===== src/rtl/score_plotter.sv =====
// score_plotter: draws a two-digit decimal score (0..99) into a framebuffer
// from a sprite ROM. The tens digit goes in slot 0 and the ones digit sits
// DIGIT_W pixels to its right. Each slot is scanned row by row, with
// columns ascending inside each row.
//
// Ports
//   clock, reset      sole clock (rising edge); async active-low reset
//   start             draw request, only sampled while idle
//   score             value to draw (values above 99 are shown as 99)
//   base_x, base_y    screen position of the sprite's top-left pixel
//   rom_digit/i/j     sprite ROM address (digit, column, row)
//   rom_colour        ROM pixel data, arriving one cycle after its address
//   vga_x/y/colour    framebuffer write position and colour
//   plot              framebuffer write enable, one pixel per high cycle
//   busy              high while a draw is in progress
//   done              one-cycle pulse after the final pixel
//
// state | meaning
// ------+------------------------------------------------------------
// IDLE  | waiting for start; inputs are latched when start is seen
// DRAW  | one ROM address per cycle; the previous pixel is plotted
// FLUSH | last pixel plotted, no new address issued
// DONE  | done pulse, then back to IDLE

module score_plotter #(
    parameter int DIGIT_W            = 16,
    parameter int DIGIT_H            = 32,
    parameter int BLANK_LEADING_ZERO = 1
) (
    input  logic       clock,
    input  logic       reset,
    input  logic       start,
    input  logic [6:0] score,
    input  logic [7:0] base_x,
    input  logic [6:0] base_y,
    output logic [3:0] rom_digit,
    output logic [3:0] rom_i,
    output logic [4:0] rom_j,
    input  logic [2:0] rom_colour,
    output logic [7:0] vga_x,
    output logic [6:0] vga_y,
    output logic [2:0] vga_colour,
    output logic       plot,
    output logic       busy,
    output logic       done
);

    typedef enum logic [1:0] {IDLE, DRAW, FLUSH, DONE} state_t;

    state_t     state_q;
    logic [3:0] tens_q, ones_q;
    logic [7:0] base_x_q;
    logic [6:0] base_y_q;
    logic [3:0] i_q;
    logic [4:0] j_q;
    logic       d_q;
    logic [3:0] rom_digit_q;
    logic [7:0] vga_x_q;
    logic [6:0] vga_y_q;
    logic       blank_q;
    logic       plot_q, busy_q, done_q;

    logic [6:0] score_sat;
    logic [3:0] tens_d, ones_d;
    logic       last_col, last_row, last_addr;
    logic [3:0] i_d;
    logic [4:0] j_d;
    logic       d_d;
    logic [7:0] x_off;
    logic [7:0] vga_x_d;
    logic [6:0] vga_y_d;
    logic       blank_d;

    // Digits are split from the incoming value so the first ROM address
    // (tens digit) can be issued on the same edge that latches the score.
    always_comb begin
        score_sat = (score > 7'd99) ? 7'd99 : score;
        tens_d    = 4'(score_sat / 7'd10);
        ones_d    = 4'(score_sat % 7'd10);
    end

    always_comb begin
        last_col  = (i_q == 4'(DIGIT_W - 1));
        last_row  = (j_q == 5'(DIGIT_H - 1));
        last_addr = d_q && last_col && last_row;
        i_d       = last_col ? 4'd0 : i_q + 4'd1;
        j_d       = last_col ? (last_row ? 5'd0 : j_q + 5'd1) : j_q;
        d_d       = (last_col && last_row) ? 1'b1 : d_q;
        x_off     = d_q ? 8'(DIGIT_W) : 8'd0;
        // 8-bit and 7-bit sums wrap naturally at the screen edges.
        vga_x_d   = base_x_q + x_off + {4'd0, i_q};
        vga_y_d   = base_y_q + {2'd0, j_q};
        blank_d   = (BLANK_LEADING_ZERO != 0) && !d_q && (tens_q == 4'd0);
    end

    always_ff @(posedge clock or negedge reset) begin
        if (!reset) begin
            state_q     <= IDLE;
            tens_q      <= 4'd0;
            ones_q      <= 4'd0;
            base_x_q    <= 8'd0;
            base_y_q    <= 7'd0;
            i_q         <= 4'd0;
            j_q         <= 5'd0;
            d_q         <= 1'b0;
            rom_digit_q <= 4'd0;
            vga_x_q     <= 8'd0;
            vga_y_q     <= 7'd0;
            blank_q     <= 1'b0;
            plot_q      <= 1'b0;
            busy_q      <= 1'b0;
            done_q      <= 1'b0;
        end else begin
            case (state_q)
                IDLE: begin
                    plot_q <= 1'b0;
                    done_q <= 1'b0;
                    if (start) begin
                        tens_q      <= tens_d;
                        ones_q      <= ones_d;
                        base_x_q    <= base_x;
                        base_y_q    <= base_y;
                        i_q         <= 4'd0;
                        j_q         <= 5'd0;
                        d_q         <= 1'b0;
                        rom_digit_q <= tens_d;
                        busy_q      <= 1'b1;
                        state_q     <= DRAW;
                    end
                end
                DRAW: begin
                    // Position travels one stage behind the address so it
                    // lines up with rom_colour from the synchronous ROM.
                    plot_q  <= 1'b1;
                    vga_x_q <= vga_x_d;
                    vga_y_q <= vga_y_d;
                    blank_q <= blank_d;
                    if (last_addr) begin
                        state_q <= FLUSH;
                    end else begin
                        i_q         <= i_d;
                        j_q         <= j_d;
                        d_q         <= d_d;
                        rom_digit_q <= d_d ? ones_q : tens_q;
                    end
                end
                FLUSH: begin
                    plot_q  <= 1'b0;
                    busy_q  <= 1'b0;
                    done_q  <= 1'b1;
                    state_q <= DONE;
                end
                DONE: begin
                    done_q  <= 1'b0;
                    state_q <= IDLE;
                end
                default: begin
                    plot_q  <= 1'b0;
                    busy_q  <= 1'b0;
                    done_q  <= 1'b0;
                    state_q <= IDLE;
                end
            endcase
        end
    end

    assign rom_digit  = rom_digit_q;
    assign rom_i      = i_q;
    assign rom_j      = j_q;
    assign vga_x      = vga_x_q;
    assign vga_y      = vga_y_q;
    // ROM data is only passed through on plot cycles, so it reads as 0 at
    // all other times, including while reset is held.
    assign vga_colour = (plot_q && !blank_q) ? rom_colour : 3'd0;
    assign plot       = plot_q;
    assign busy       = busy_q;
    assign done       = done_q;

endmodule


===== config.mk =====
export PLATFORM = sky130hd
export DESIGN_NAME = score_plotter
export DESIGN_NICKNAME = d
export VERILOG_FILES = /design/src/rtl/score_plotter.sv
export SDC_FILE = /design/constraint.sdc
export NUM_CORES = 1
export LEC_CHECK = 0
export BUFFER_PORTS_ARGS = -buffer_cell sky130_fd_sc_hd__buf_2
export CORE_MARGIN = 10
export CORE_UTILIZATION = 28
export CTS_BUF_LIST = sky130_fd_sc_hd__clkbuf_8
export DETAILED_ROUTE_END_ITERATION = 7
export PLACE_DENSITY_LB_ADDON = 0.3
export SKIP_LAST_GASP = 1
export SLEW_MARGIN = 10
export SYNTH_ARGS = -nofsm -noshare
export SYNTH_HDL_FRONTEND = slang
export SYNTH_SLANG_ARGS = --single-unit

===== constraint.sdc =====
create_clock -name clock -period 2.5 [get_ports clock]
set_input_delay 0.25 -clock clock [delete_from_list [all_inputs] [get_ports clock]]
set_output_delay 0.25 -clock clock [all_outputs]
set_load 0.1 [all_outputs]

== After elaboration in Yosys (flattened, before gate mapping) ==
Cells that the tools add are included.

* Reduce and logical (&&, ||, !) cells: 20
* Eq/ne operators: 9
* Multiplexer cells: 27
* Div/mod/pow operators: 2
* Order comparisons: 1
* $add $sub $neg: 5

{| class="wikitable"
|+ Operators by type and width
! cell !! number
|-
| $mux W5 || 5
|-
| $mux W4 || 6
|-
| $pmux W4 S2 || 2
|-
| $pmux W5 S2 || 1
|-
| $add A8 B4 Y8 || 1
|-
| $add A8 B5 Y8 || 1
|-
| $ne A2 B2 Y1 const B || 4
|-
| $pmux W1 S2 || 4
|-
| $pmux W2 S4 || 1
|-
| $reduce_bool A2 Y1 || 4
|-
| $add A7 B5 Y7 || 1
|-
| $div A7 B4 Y7 const B || 1
|-
| $gt A7 B7 Y1 const B || 1
|-
| $mod A7 B4 Y7 const B || 1
|-
| $mux W7 || 1
|-
| $reduce_and A2 Y1 || 3
|-
| $add A5 B1 Y5 const B || 1
|-
| $eq A5 B5 Y1 const B || 1
|-
| $logic_and A1 B1 Y1 || 5
|-
| $add A4 B1 Y4 const B || 1
|-
| $eq A2 B2 Y1 const B || 2
|-
| $eq A4 B4 Y1 const B || 1
|-
| $logic_not A4 Y1 || 1
|-
| $mux W1 || 4
|-
| 8 further kinds || 11
|}

* Bits in registers: 58
* Input bits: 28
* Output and inout port bits: 34
* Logic and storage cells: 79

== Logic depth before layout (Yosys ltp) ==
Gate-level depths: netlist of the first run.

* Depth in word-level cells: 6
* Depth in mapped cells: 18

== Least setup slack after synthesis of the first run ==
OpenSTA, ideal clock, no wires.

* Path type: input-to-reg
* From: input score[6]
* To: register ones_q[1]
* Buffers on the path: 1
* Setup time: 0.122 ns
* Data arrival time: 3.399 ns
* Path slack: -1.021 ns
* Stages on the path: 17
* Cell sequence: buf_2 nand2_1 inv_1 nor2_1 ha_1 and3_1 o21a_1 ha_1 a21o_1 o21a_1 a211oi_1 nor2_1 ha_1 nand2b_1 o22ai_1 mux2_2 a32o_1

* Longest elaborated chain between the ends: 3

{| class="wikitable"
|+ Ends and longest elaborated chain
! item !! RTL line !! RTL
|-
| start: declaration || 33 || <nowiki>input logic [6:0] score,</nowiki>
|-
| $gt A7 B7 Y1 || 77 || <nowiki>score_sat = (score > 7'd99) ? 7'd99 : score;</nowiki>
|-
| $mux W7 * || 77 ||
|-
| $mod A7 B4 Y7 * || 79 || <nowiki>ones_d = 4'(score_sat % 7'd10);</nowiki>
|-
| end signal: assignment || 120 || <nowiki>ones_q <= ones_d;</nowiki>
|-
| end: declaration || 51 || <nowiki>logic [3:0] tens_q, ones_q;</nowiki>
|}

Every way passes the cells marked *; elsewhere a longest branch is shown, timed or not.
A chain may end at the register's enable or synchronous reset.

== Worst setup path after layout of the first run ==
* From: input score[6]
* To: register ones_q[2]

Same word-level chain as after synthesis.

==> results of run 1 <==
## cell type report
class	instances	area [um^2]
clock buffers	10	138
clock inverters	5	18.8
fillers	1225	7410
inverters	20	80.1
multi-input cells	261	2070
flip-flops and latches	58	1470
well taps	168	210
repair buffers	113	718
## what timing repair did
action                     in CTS  in global routing
resized for setup              16                 10
setup buffers                  10                  4
setup endpoints to repair       5                  5
pin swaps                      11                 18
hold endpoints to repair       18                  0
hold buffers                    1                  0
## critical path: cells and delay by family
kind | cells | cell delay (ps)
and+or+nand+nor | 5 | 1000
AOI/OAI and AO/OA | 7 | 880
adders and majority gates | 3 | 500
buffers and inverters | 4 | 350
## flip-flops by register name, summed over array words and instances, names as in the netlist
signal / flops
rom_j: 5
d_q: 1
vga_y: 7
base_x_q: 8
ones_q: 4
rom_i: 4
state_q: 2
blank_q: 1
rom_digit: 4
base_y_q: 7
tens_q: 4
plot: 1
done: 1
vga_x: 8
busy: 1
## cells in the mapped netlist (4+ instances only)
master / count / share of area [%]
nor2_1: 13 / 1.4
nand3_1: 7 / 1.0
dfrtp_1: 58 / 41
nand4_1: 4 / 0.71
xnor2_1: 6 / 1.5
nand2b_1: 4 / 0.71
ha_1: 21 / 7.5
nand2_1: 37 / 4.0
clkbuf_1: 9 / 0.96
a21o_1: 9 / 1.9
o21ai_0: 28 / 4.0
mux2i_1: 4 / 1.1
inv_1: 20 / 2.1
a21oi_1: 17 / 2.4
xor2_1: 6 / 1.5
and2_1: 4 / 0.71
nor2b_1: 9 / 1.6
mux2_2: 28 / 9.0
nor3_1: 8 / 1.1
## power groups by stage
stage | combinational, mW | clock [mW] | sequential [mW]
after floorplan | 1.48 | 0 | 3.05
after global placement | 3.60 | 0 | 1.65
after detailed placement | 3.65 | 0 | 1.66
after CTS | 3.71 | 0.745 | 1.65
after global routing | 3.97 | 0.793 | 1.70
final | 3.70 | 0.717 | 1.65
## final timing paths
check,end,startpoint,slack [ps]
worst max-delay path,ones_q[2],score[6],-250
worst min-delay path,base_x_q[1],base_x[1],130
worst max register to register,rom_j[3],rom_j[0],190
worst min register to register,blank_q,blank_q,480
max in group asynchronous,rom_i[1],reset,1390
min in group asynchronous,vga_y[0],reset,390
## cells by family (layout without fill, tap and decap cells)
logic type | Yosys count | count (layout)
multiplexers | 32 | 32
buffers and inverters | 34 | 148
XOR/XNOR | 12 | 12
adder cells (fa/ha/maj) | 23 | 23
AO/OA/AOI/OAI | 91 | 91
flip-flops | 58 | 58
AND/OR/NAND/NOR | 103 | 103
## metrics by stage
step	cell area, um^2	instances	hold slack [ps]	setup TNS, ps	utilization [%]
6_report	4700	635	127	-661	38.8
5_1_grt	4700	635	128	-1090	38.8
4_1_cts	4640	634	112	-681	38.3
3_5_place_dp	4330	609	230	-3120	35.8
3_3_place_gp	4330	609	232	-2530	35.8
2_1_floorplan	3590	353	-45.6	-2230	-
## layer usage
layer	global-route usage, %	vias to the layer above	wire (um)
li1	-	1493	-
met1	13.8	1456	4390
met2	17.8	81	4540
met3	3.54	14	510
met4	3.15	0	133
met5	0	-	0
==> run metrics, run 1 <==
number of violations reported at the end of detailed-routing iteration 0=192; vias per cell=4.79; RSZ-0062 raised after global routing=true; first-pass GRT wire length=16000 um; endpoint kind of the worst setup timing path=flip-flop; largest net degree at the start of global routing=29; fraction of power spent switching nets=53.8%; crit path DAT=2980 ps; vias post-DR=3044; Longest Clk Path Bufs=2; sinks on the clock net=58; Final setup violation count=5; synthesized-area fraction occupied by adder cells=8.65%; Cell Rows=40; kind of critical path=in2reg; number of design rule violations left after detail routing=0; clock latency of the later-clocked register in the worst-skew pair=340 ps; slowest stage cell, crit path=or4b_1; fin nets=514; leak pwr=2.22 nW; Horiz. Die Dim=132 um; die height=132 um; Cells after Synth=353; most common cell after layout, fill and taps aside=buf_2; CTS root buffer=clkbuf_8; Hold Vio Cnt, Final=0; commonest cells after routing, fill and taps aside=59 x buf_2, 51 x dfrtp_1, 51 x buf_4; Top Ports=62; routed len/inst=15.1 um; run status=finished, violations left; Layout area overhead=34.2%; biggest cell delay along the critical path=490 ps; TritonCTS clock tree=yes; transition time of the tightest slew-check pin=666 ps; number of H-tree branching levels=3; list of cells traversed by the critical path=buf_8 -> nand2_8 -> inv_6 -> nor2_4 -> ha_4 -> a21oi_2 -> o21a_4 -> ha_4 -> inv_2 -> o211ai_1 -> a41oi_2 -> buf_4 -> a211oi_4 -> nor2_2 -> ha_4 -> nand2b_4 -> o22ai_2 -> or4b_1 -> o311ai_1; overall overflow remaining after global route=0; Port Buffer Count=61; R2R depth=10; minimum period implied by the final worst setup slack=2750 ps; vias in the first global route=3110; cell internal pwr=2.80 mW; hold path cells=3; combinational family with the most area after synthesis=compound AO/OA/AOI/OAI gates; share of power burned in combinational logic=61.0%; FF+latch count, synth=58; overall track demand over capacity in global routing=11.0%; required time of the critical path=2730 ps; achievable frequency=0.363 GHz; fraction of the cycle the final worst path needs=110%; ys flop type=dfrtp_1; post-route clock skew=10.1 ps; fraction of synthesis flops using an asynchronous set or reset pin=100%; Max Cap Viol=0; Min-Delay Path Class=in2reg; Synth Warn #=0; maximum resistive drop on vdd=0.000717 V; maximum fanout along the worst path=4; Post-Synthesis Net Count=404; detailed-routing iteration count for the pre-antenna-repair pass=4; most numerous cell on the critical path=ha_4; portion of total power attributed to the clock network=11.8%; CP Launch Type=primary input; portion of the post-synthesis area used by sequential elements=41.5%; die area=17400 um^2; Detailed Place HPWL=6960 um; remaining number of nets flagged by the antenna check after routing=0; Antenna Diode Count=0; Mean Syn Cell Area=9.92 um^2; Final Routed Wirelength=9580 um; number of flops mapped to enable cells by yosys=0; XOR/XNOR Fraction of Synth Area=3.00%; multiplexer share of the synthesized area=10.2%; clock-pin transition on the worst setup and hold timing paths=60 ps; Syn Std Cell Area=3500 um^2; failing checks=setup timing; Design Power=6.06 mW; fraction of power consumed by sequential logic=27.1%; clock buffer count from CTS=9; complex-gate fraction of the synthesized area=17.6%; fin worst setup slack=-251 ps; initial antenna violation count=0; number of distinct standard cells referenced by the synthesized netlist=63; Routability Congestion=0.893; core region area=12100 um^2; Slew headroom=55.1%; Initial Util=28.9%; share of post-route cells with drive strength above 1=40.3%; simple-gate area share of the yosys netlist=15.1%; P_sw=3.26 mW; worst-case setup slack after placement=-727 ps; Pins Over Slew Limit=0; power density over cell area=1290 nW/um^2
(Power assumes the default switching activity.)
==> inputs of run 2 (changes only) <==
--- a/config.mk
+++ b/config.mk
@@ -5,11 +5,11 @@
 export SDC_FILE = /design/constraint.sdc
 export NUM_CORES = 1
 export LEC_CHECK = 0
-export BUFFER_PORTS_ARGS = -buffer_cell sky130_fd_sc_hd__buf_2
 export CORE_MARGIN = 10
 export CORE_UTILIZATION = 28
 export CTS_BUF_LIST = sky130_fd_sc_hd__clkbuf_8
 export DETAILED_ROUTE_END_ITERATION = 7
+export DONT_BUFFER_PORTS = 1
 export PLACE_DENSITY_LB_ADDON = 0.3
 export SKIP_LAST_GASP = 1
 export SLEW_MARGIN = 10
==> run 2 against run 1 <==
The flow still finishes with violations (setup timing). Setup slack improved by 100 ps. Non-clock buffer count shrank 48. Sequential power grew 47%.
==> run metrics, run 2 (same netlist as run 1, synthesis figures left out) <==
post-route cell area=4530 um^2; transition time of the tightest slew-check pin=930 ps; clock latency of the later-clocked register in the worst-skew pair=330 ps; number of design rule violations left after detail routing=0; most common cell after layout, fill and taps aside=buf_4; TritonCTS clock tree=yes; commonest cells after routing, fill and taps aside=61 x buf_4, 51 x dfrtp_1, 36 x nand2_1; maximum resistive drop on vdd=0.000678 V; detailed-routing iteration count for the pre-antenna-repair pass=4; vias in the first global route=2828; sinks on the clock net=58; run status=finished, violations left; fin nets=466; Design Power=6.14 mW; total cell area at the placement stage=4140 um^2; fin worst setup slack=-151 ps; crit path DAT=2880 ps; achievable frequency=0.377 GHz; hold slack final=43.9 ps; Detailed Place HPWL=6910 um; busiest metal layer after global routing=met2; Core Util, Final=37.4%; RSZ-0062 raised after global routing=true; overall overflow remaining after global route=0; Slew headroom=38.0%; clock-pin transition on the worst setup and hold timing paths=60 ps; Longest Clk Path Bufs=2; power density over cell area=1350 nW/um^2; post-route clock skew=8.16 ps; met2 GRT Util=16.9%; largest net degree at the start of global routing=59; vias post-DR=2836; CP Launch Type=primary input; endpoint kind of the worst setup timing path=flip-flop; Cell Count, Final, Fillers Out=588; required time of the critical path=2730 ps; Hold Vio Cnt, Final=0; first-pass GRT wire length=15000 um; Layout area overhead=29.4%; Top Ports=62; remaining number of nets flagged by the antenna check after routing=0; Min-Delay Path Class=in2reg; CTS root buffer=clkbuf_8; fraction of the cycle the final worst path needs=106%; number of H-tree branching levels=3; Pins Over Slew Limit=0; Routability Congestion=0.839; die area=17400 um^2; met1 Resource Use GR=12.9%; overall track demand over capacity in global routing=10.5%; Port Buffer Count=0; leak pwr=2.04 nW; share of post-route cells with drive strength above 1=33.8%; routed len/inst=15.7 um; Final Routed Wirelength=9260 um; Horiz. Die Dim=132 um; number of violations reported at the end of detailed-routing iteration 0=151; post-placement cell count=563; die height=132 um; Antenna Diode Count=0; met3 Use GR=3.93%; failing checks=setup timing; minimum period implied by the final worst setup slack=2650 ps; core region area=12100 um^2; Max Cap Viol=0; initial antenna violation count=0; Cell Rows=40; Initial Util=28.9%; vias per cell=4.82; maximum fanout along the worst path=11; clock buffer count from CTS=9; Final setup violation count=4; kind of critical path=in2reg
==> run 2: cell count changes in the layout (fill, tap and decap cells not counted), sizes merged <==
cell    before  now
clkinv       0    2
bufinv       0    1
buf        112   64
clkbuf      10   11
inv         25   22
==> run 2: final timing paths <==
| kind | start | end | slack (ps) | cells after the start |
|---|---|---|---|---|
| worst max-delay path | score[5] | ones_q[2] | -150 | 17 |
| worst min-delay path | base_x[1] | base_x_q[1] | 40 | 2 |
| worst max register to register | rom_j[0] | rom_j[3] | 170 | 10 |
| worst min register to register | blank_q | blank_q | 490 | 1 |
| max in group asynchronous | reset | rom_j[1] | 1790 | 2 |
| min in group asynchronous | reset | base_y_q[1] | 440 | 2 |
==> run 2: final cells by class <==
| type | instances | area [um^2] |
|---|---|---|
| fill | 1260 | 7580 |
| multi-input combinational | 261 | 2060 |
| sequential | 58 | 1470 |
| timing repair buffer | 65 | 518 |
| tap | 168 | 210 |
| clock buffer | 11 | 151 |
| inverter | 20 | 80.1 |
| clock inverter | 5 | 46.3 |
==> run 2: power by group <==
part | internal (mW) | total [mW] | switching, mW
Sequential | 1.35 | 2.43 | 1.07
Clock | 0.502 | 0.856 | 0.354
Combinational | 1.05 | 2.86 | 1.80
==> run 2: what timing repair did <==
action / CTS / global route
gates cloned: 0 / 0
setup endpoints to repair: 4 / 6
buffers inserted: 2 / 5
resized for setup: 2 / 18
hold endpoints to repair: 58 / 0
hold buffers: 2 / 0
pin swaps: 3 / 11
==> run 2: per-stage QoR <==
step,TNS (ps),setup slack [ps]
2_1_floorplan,-2230,-658
5_1_grt,-917,-233
4_1_cts,-412,-174
3_3_place_gp,-1830,-483
3_5_place_dp,-2090,-540
6_report,-375,-151
==> run 2: worst max-delay path: stages <==
cell and delay [ps]:
nand2_8 60, clkinv_4 50, nor2_4 110, ha_4 150
and3_4 180, o21a_4 140, ha_4 150, inv_2 40
o211ai_1 110, a41oi_2 220, o31a_1 320, nor2_2 180
ha_4 170, nand2b_4 130, o22ai_4 60, or4b_1 480
o311ai_1 80
==> run 2: metal layers <==
| layer | vias up | routed length, um |
|---|---|---|
| met5 | - | 0 |
| met4 | 0 | 120 |
| met3 | 8 | 572 |
| met2 | 56 | 4420 |
| met1 | 1368 | 4150 |
| li1 | 1404 | - |
==> inputs of run 3 (changes only) <==
==> constraint.sdc (replaced) <==
create_clock -name clock -period 3 [get_ports clock]
set_input_delay 0.3 -clock clock [delete_from_list [all_inputs] [get_ports clock]]
set_output_delay 0.3 -clock clock [all_outputs]
set_load 0.1 [all_outputs]
==> run 3 against run 2 <==
The run now ends clean. First-iteration DRC count is 11% higher. Setup slack improved by 350 ps. Clock-buffer cell count is 2 lower. Cell count decreased by 5.4%. Flip-flop and latch count did not move. Global-route usage is 0.13 points lower. Total power shrank 18%. Clock power up 0.6%. Combinational power decreased by 38%. Hold slack improved by 51 ps. Via count is 5.3% lower. Utilization is 2.7 points lower. Largest cell class unchanged.
==> run metrics, run 3 (same netlist as run 1, synthesis figures left out) <==
TritonCTS clock tree=yes; Hold Vio Cnt, Final=0; Max Cap Viol=0; Top Ports=62; achievable frequency=0.357 GHz; Initial Util=28.9%; fin nets=434; transition time of the tightest slew-check pin=956 ps; vias in the first global route=2731; Routability Congestion=0.767; clock latency of the later-clocked register in the worst-skew pair=330 ps; detailed-routing iteration count for the pre-antenna-repair pass=5; required time of the critical path=3220 ps; hold slack final=94.6 ps; kind of critical path=in2reg; commonest cells after routing, fill and taps aside=56 x dfrtp_1, 36 x nand2_1, 31 x buf_4; endpoint kind of the worst setup timing path=flip-flop; sinks on the clock net=58; fin worst setup slack=196 ps; Detailed Place HPWL=6500 um; list of cells traversed by the critical path=nand2_8 -> inv_2 -> nor2_1 -> ha_2 -> and3_4 -> o21a_1 -> ha_2 -> inv_2 -> o211ai_1 -> a41oi_2 -> o31a_1 -> nor2_2 -> ha_2 -> nand2b_4 -> o22ai_2 -> or4b_1 -> o311ai_1; Setup TNS=0 ps; CTS root buffer=clkbuf_8; number of design rule violations left after detail routing=0; die area=17400 um^2; number of H-tree branching levels=3; Pins Over Slew Limit=0; power density over cell area=1200 nW/um^2; Port Buffer Count=0; overall overflow remaining after global route=0; leak pwr=1.89 nW; crit path DAT=3030 ps; maximum resistive drop on vdd=0.000679 V; RSZ-0062 raised after global routing=false; routed len/inst=16.0 um; Antenna Diode Count=0; CP Launch Type=primary input; core region area=12100 um^2; die height=132 um; biggest cell delay along the critical path=480 ps; initial antenna violation count=0; Cell Rows=40; minimum period implied by the final worst setup slack=2800 ps; Horiz. Die Dim=132 um; Final setup violation count=0; run status=complete, no violations; Slew headroom=36.3%; Resized cells post-CTS=0; post-route clock skew=9.46 ps; worst-case setup slack after placement=-133 ps; share of post-route cells with drive strength above 1=24.5%; number of violations reported at the end of detailed-routing iteration 0=168; Layout area overhead=20.0%; overall track demand over capacity in global routing=10.3%; clock-pin transition on the worst setup and hold timing paths=60 ps; Longest Clk Path Bufs=2; largest net degree at the start of global routing=59; remaining number of nets flagged by the antenna check after routing=0; first-pass GRT wire length=14800 um; Min-Delay Path Class=in2reg; Final Routed Wirelength=8870 um; most common cell after layout, fill and taps aside=dfrtp_1; vias post-DR=2687; vias per cell=4.83; maximum fanout along the worst path=11; fraction of the cycle the final worst path needs=93.5%; slowest stage cell, crit path=or4b_1; clock buffer count from CTS=9; most numerous cell on the critical path=ha_2
run 3: cell types whose count changed in the layout (fill, tap and decap cells not counted), moves of 3 or more:
cell	previous run	this run
dfrtp_2	5	2
dfrtp_1	51	56
ha_4	3	0
buf_4	61	31
run 3: worst paths after layout:
kind                           start          end  slack (ps)  cells past startpoint
min in group asynchronous      reset     vga_y[4]         550                      2
setup / recovery            score[5]    ones_q[2]         200                     17
hold / removal             base_y[1]  base_y_q[1]          90                      2
setup reg to reg            rom_j[0]     rom_j[3]         550                     10
hold reg to reg            ones_q[0]    ones_q[0]         490                      2
max in group asynchronous      reset  base_x_q[4]        2200                      2
run 3: final cells by class:
class,count,area (um^2)
well taps,168,210
repair buffers,33,270
clock inverters,7,110
inverters,20,75.1
multi-input cells,261,1960
fillers,1276,7910
flip-flops and latches,58,1450
clock buffers,9,124
run 3: power breakdown:
group	switching, mW	total [mW]	internal, mW
clock network	0.316	0.861	0.544
registers	1.30	2.41	1.11
logic	1.04	1.76	0.720
run 3: what timing repair did:
action / CTS / global route
endpoints found under the setup margin: 0 / 1
hold endpoints to repair: 58 / 0
hold buffers: 2 / 0
setup buffers: 0 / 1
run 3: through the flow:
stage | utilization [%] | area (um^2) | instances | total power, mW
6_report | 34.7 | 4200 | 556 | 5.04
3_3_place_gp | 32.4 | 3920 | 537 | 4.14
4_1_cts | 34.6 | 4190 | 555 | 5.09
5_1_grt | 34.7 | 4200 | 556 | 5.37
3_5_place_dp | 32.4 | 3920 | 537 | 4.19
2_1_floorplan | - | 3570 | 353 | 3.75
run 3: critical path, delay by kind of cell:
| kind | cells | cell delay (ps) |
|---|---|---|
| simple gates | 6 | 1060 |
| buf+inv | 2 | 70 |
| fa+ha+maj | 3 | 670 |
| compound gates | 6 | 920 |
run 3: metal layers:
metal,routed length (um),GRT usage [%],vias to the layer above
met5,0,0,-
met4,187,3.21,0
met3,651,4.46,9
met2,3980,16.0,64
met1,4060,12.6,1283
li1,-,-,1331
